<file path="config.mk">
export PLATFORM = sky130hd
export DESIGN_NAME = pc_next_select_reg
export DESIGN_NICKNAME = d
export VERILOG_FILES = /design/src/rtl/pc_next_select_reg.sv
export SDC_FILE = /design/constraint.sdc
export NUM_CORES = 1
export LEC_CHECK = 0
export BUFFER_PORTS_ARGS = -buffer_cell sky130_fd_sc_hd__buf_2
export CAP_MARGIN = 20
export CORE_MARGIN = 1
export CORE_UTILIZATION = 40
export CTS_CLUSTER_SIZE = 10
export DETAILED_ROUTE_END_ITERATION = 7
export HOLD_SLACK_MARGIN = 0.06
export PLACE_DENSITY = 0.69
export RECOVER_POWER = 100
export SYNTH_ARGS = -nofsm -noshare
export SYNTH_HDL_FRONTEND = slang
export SYNTH_SLANG_ARGS = --single-unit
</file>
<file path="constraint.sdc">
create_clock -name clk -period 1.41 [get_ports clk]
set_input_delay 0.282 -clock clk [delete_from_list [all_inputs] [get_ports clk]]
set_output_delay 0.282 -clock clk [all_outputs]
set_load 0.02 [all_outputs]
</file>
<file path="src/rtl/pc_next_select_reg.sv">
// ============================================================================
// Module   : pc_next_select_reg
// Purpose  : Fixed-priority next-PC select with registered fetch PC. Holds the
//            PC on stall and defers a redirect seen during a stall until
//            release. Optional macro PC_REDIRECT_COUNT_EN adds redirectCount.
// Revision : 1.0 - initial release
// ============================================================================
`default_nettype none

module pc_next_select_reg #(
    parameter int               WIDTH    = 10,
    parameter int               NUM_SRC  = 4,
    parameter logic [WIDTH-1:0] RESET_PC = '0,
    localparam int              IDX_W    = (NUM_SRC > 1) ? $clog2(NUM_SRC) : 1
) (
    input  logic                     clk,
    input  logic                     rst_n,
    input  logic [NUM_SRC*WIDTH-1:0] srcValues,
    input  logic [NUM_SRC-1:0]       srcValid,
    input  logic                     stall,
    output logic [WIDTH-1:0]         pcOut,
    output logic [IDX_W-1:0]         selIndex,
    output logic                     redirectTaken,
`ifdef PC_REDIRECT_COUNT_EN
    output logic [15:0]              redirectCount,
`endif
    output logic                     pendingValid
);

    typedef enum logic [0:0] {
        ST_IDLE = 1'b0,
        ST_PEND = 1'b1
    } state_t;

    state_t           state_q, state_d;
    logic [WIDTH-1:0] pc_q, pc_d;
    logic [IDX_W-1:0] sel_q, sel_d;
    logic             redir_q, redir_d;
    logic [WIDTH-1:0] pend_tgt_q, pend_tgt_d;
    logic [IDX_W-1:0] pend_idx_q, pend_idx_d;

    logic [WIDTH-1:0] src_arr [NUM_SRC];
    logic [IDX_W-1:0] win_idx;
    logic [WIDTH-1:0] win_val;
    logic             fresh;

    for (genvar g = 0; g < NUM_SRC; g++) begin : g_unpack
        assign src_arr[g] = srcValues[g*WIDTH +: WIDTH];
    end

    // Ascending scan: the highest valid index k>=1 is the last one written.
    always_comb begin
        win_idx = '0;
        for (int k = 1; k < NUM_SRC; k++) begin
            if (srcValid[k]) begin
                win_idx = IDX_W'(k);
            end
        end
    end

    assign win_val = src_arr[win_idx];
    assign fresh   = (win_idx != '0);

    always_comb begin
        state_d    = state_q;
        pc_d       = pc_q;
        sel_d      = sel_q;
        redir_d    = 1'b0;
        pend_tgt_d = pend_tgt_q;
        pend_idx_d = pend_idx_q;

        if (!stall) begin
            if (fresh) begin
                pc_d    = win_val;
                sel_d   = win_idx;
                redir_d = 1'b1;
                state_d = ST_IDLE;
            end else if (state_q == ST_PEND) begin
                pc_d    = pend_tgt_q;
                sel_d   = pend_idx_q;
                redir_d = 1'b1;
                state_d = ST_IDLE;
            end else begin
                pc_d    = src_arr[0];
                sel_d   = '0;
            end
        end else if (fresh) begin
            // Last redirect within a stall replaces any earlier capture.
            pend_tgt_d = win_val;
            pend_idx_d = win_idx;
            state_d    = ST_PEND;
        end
    end

    always_ff @(posedge clk or negedge rst_n) begin
        if (!rst_n) begin
            state_q    <= ST_IDLE;
            pc_q       <= RESET_PC;
            sel_q      <= '0;
            redir_q    <= 1'b0;
            pend_tgt_q <= '0;
            pend_idx_q <= '0;
        end else begin
            state_q    <= state_d;
            pc_q       <= pc_d;
            sel_q      <= sel_d;
            redir_q    <= redir_d;
            pend_tgt_q <= pend_tgt_d;
            pend_idx_q <= pend_idx_d;
        end
    end

`ifdef PC_REDIRECT_COUNT_EN
    logic [15:0] cnt_q, cnt_d;

    always_comb begin
        cnt_d = cnt_q;
        if (redir_d && (cnt_q != 16'hFFFF)) begin
            cnt_d = cnt_q + 16'd1;
        end
    end

    always_ff @(posedge clk or negedge rst_n) begin
        if (!rst_n) begin
            cnt_q <= '0;
        end else begin
            cnt_q <= cnt_d;
        end
    end

    assign redirectCount = cnt_q;
`endif

    assign pcOut         = pc_q;
    assign selIndex      = sel_q;
    assign redirectTaken = redir_q;
    assign pendingValid  = (state_q == ST_PEND);

endmodule

`default_nettype wire

</file>
==> results_dict.tcl <==
set metrics [dict create \
    clkTransAtPathRegs_ps 80 \
    grt_max_degree 27 \
    cap_violations 0 \
    port_buffers 59 \
    ir_worst_vdd_v 0.000487 \
    place_congestion 0.750 \
    clockRootBuffer "clkbuf_8" \
    startpoint "pendingValid$_DFFE_PN0P_" \
    syn_area_per_cell_um2 10.0 \
    hpwl_mm 2.66 \
    clock_sinks 26 \
    first_pass_iters 4 \
    cts_tree "done" \
    fp.dieW_um 63.1 \
    holdPathStages 3 \
    fin_tns_setup_ps 0 \
    multi_input_area_um2 718 \
    cts_buffer_depth 2 \
    cp_max_fo 13 \
    ys.flop_type "dfrtp_1" \
    synth-edff-count 0 \
    r2r_start "pendingValid$_DFFE_PN0P_" \
    viasPerCell 5.13 \
    period_minus_slack_ps 1280 \
    dpl.cell_count 251 \
    synthArstFlopShare_pct 100 \
    ios 61 \
    fin_skew_ps 3.31 \
    start_kind "register" \
    grt_pass1_wl_mm 5.99 \
    initial_core_util_pct 43.1 \
    power_mw 1.72 \
    path_cells "buf_4 -> clkbuf_2" \
    antennaDiodeCount 0 \
    finalCritPeriodShare_pct 90.7 \
    worst_hold_slack_ps 391 \
    wl_mm 3.53 \
    ff_latch_area_um2 651 \
    synth-seq-cells 26 \
    cts_buffers 3 \
    grtUsageTotal_pct 19.2 \
    num_vias 1308 \
    syn-cell-area_mm2 0.00149 \
    status "complete, no violations" \
    rows 21 \
    power_leakage_nw 0.786 \
    fin_util_pct 52.7 \
    r2r_slack_ps 260 \
    critPathArrivalTime_ps 1000 \
    drc 0 \
    wl_per_cell_um 13.8 \
    slowest_stage "dfrtp_1" \
    drt_iter0_drc 57 \
    die_height_um 63.1 \
    fillers 349 \
    fin_nets 258 \
    fmax_ghz 0.782 \
    layout.cells.non_filler 255 \
    r2r_cells 4 \
    die_area_mm2 0.00398 \
    layout-drive-gt1-share_pct 28.7 \
    max_stage_delay_ps 350 \
    final_antenna_net_count 0 \
    tightest_slew_ps 615 \
    relSlewSlack_pct 59.0 \
    area_growth_pct 22.3 \
    synth_nets 196 \
    post_cts_resized 0 \
    cts_max_level 1 \
    yosys_warnings 0 \
    cp-end-kind "output pin" \
    grt_pass1_vias 1313 \
    setup_viol 0 \
    min_path_type "primary input to register" \
    crit_required_ps 1130 \
    ys_types 19 \
    core-area_mm2 0.00347 \
    grt_overflow 0 \
    r2r-end "selIndex[0]$_DFFE_PN0N_" \
    syn_inst 149 \
    rsz0062_at_grt "no" \
    ys_seq_area_share_pct 43.6 \
    drv_slew 0 \
    hold_violations 0 \
    insertion_delay_ps 270 \
    grt_antenna_before_repair 0 \
    power.density_mw_per_mm2 943 \
    cp-endpoint "pendingValid" \
    criticalPathCategory "register to output pin" \
]
Yosys cell counts, types with 2 or more instances:
cell       instances  area share [%]
clkbuf_1           7             1.8
dfrtp_1           26              44
nor2b_1           21             8.8
a2bb2oi_1         10             5.9
o21ai_0            2            0.67
o31ai_1           10             5.0
nor2_1             4             1.0
o31a_1            10             5.9
a21oi_1            2            0.67
mux2_2             2             1.5
buf_2              4             1.3
nor3b_1           10             5.0
a211oi_2          10             8.4
nand2_1           24             6.0
buf_6              3             2.3
layer usage:
metal / GRT usage, % / up-vias / wire length, um
li1: - / 655 / -
met4: 7.85 / 0 / 42
met3: 3.26 / 4 / 238
met1: 25.8 / 594 / 1680
met2: 30.6 / 55 / 1560
met5: 0 / - / 0
layout make-up:
| class | instances | share of cell area [%] |
|---|---|---|
| multi-input combinational | 109 | 39.3 |
| sequential | 26 | 35.6 |
| timing repair buffer | 71 | 19.7 |
| tap | 46 | 3.15 |
| clock buffer | 3 | 2.26 |
logic make-up after synthesis:
kind of cell / Yosys count / synth area share [%]
DFF: 26 / 43.6
buffers and inverters: 14 / 5.36
muxes: 2 / 1.51
AOI/OAI and AO/OA: 46 / 27.6
and+or+nand+nor: 61 / 22.0
through the flow:
stage	cell area, um^2	setup WS [ps]
final	1830	131
after global routing	1830	39.3
after CTS	1900	102
after detailed placement	1850	12.2
after global placement	1850	24.3
after floorplan	1490	66.8
sequential cells by signal, summed over array words and instances (netlist names):
| signal | count |
|---|---|
| pend_tgt_q | 10 |
| selIndex | 2 |
| pcOut | 10 |
| redirectTaken | 1 |
| pendingValid | 1 |
| pend_idx_q | 2 |
where the power goes:
group          switching [mW]  internal, mW
combinational           0.237         0.196
clock                   0.216         0.191
sequential             0.0509         0.831
total                   0.504          1.22
worst min path at each step:
stage / endpoint / from / slack [ps]
finish: pcOut[4]$_DFFE_PN0N_ / stall / 390
global route: pcOut[4]$_DFFE_PN0N_ / stall / 390
CTS: pcOut[4]$_DFFE_PN0N_ / stall / 380
detailed placement: pcOut[1]$_DFFE_PN0N_ / rst_n / 310
global placement: pcOut[2]$_DFFE_PN0N_ / rst_n / 300
floorplan: pcOut[0]$_DFFE_PN0N_ / rst_n / -10
critical path, delay by kind of cell, from the launching register on:
kind	cells	cell delay (ps)
flops	1	350
buf+inv	2	380
cell usage in the layout (no fill, tap or decap), types with 3 or more instances in the layout:
cell type and count:
dfrtp_1 26, o31a_1 10, nand2_1 24, nor2b_1 21
nor3b_1 10, a211oi_1 8, buf_2 43, a2bb2oi_1 10
nor2_1 4, clkbuf_1 17, buf_4 8, o31ai_1 10
clkbuf_8 3
repair_timing:
action,in CTS,in global routing
hold endpoints to repair,26,0
setup buffers,0,0
hold buffers,1,0
Power figures use the tool's default switching activity.
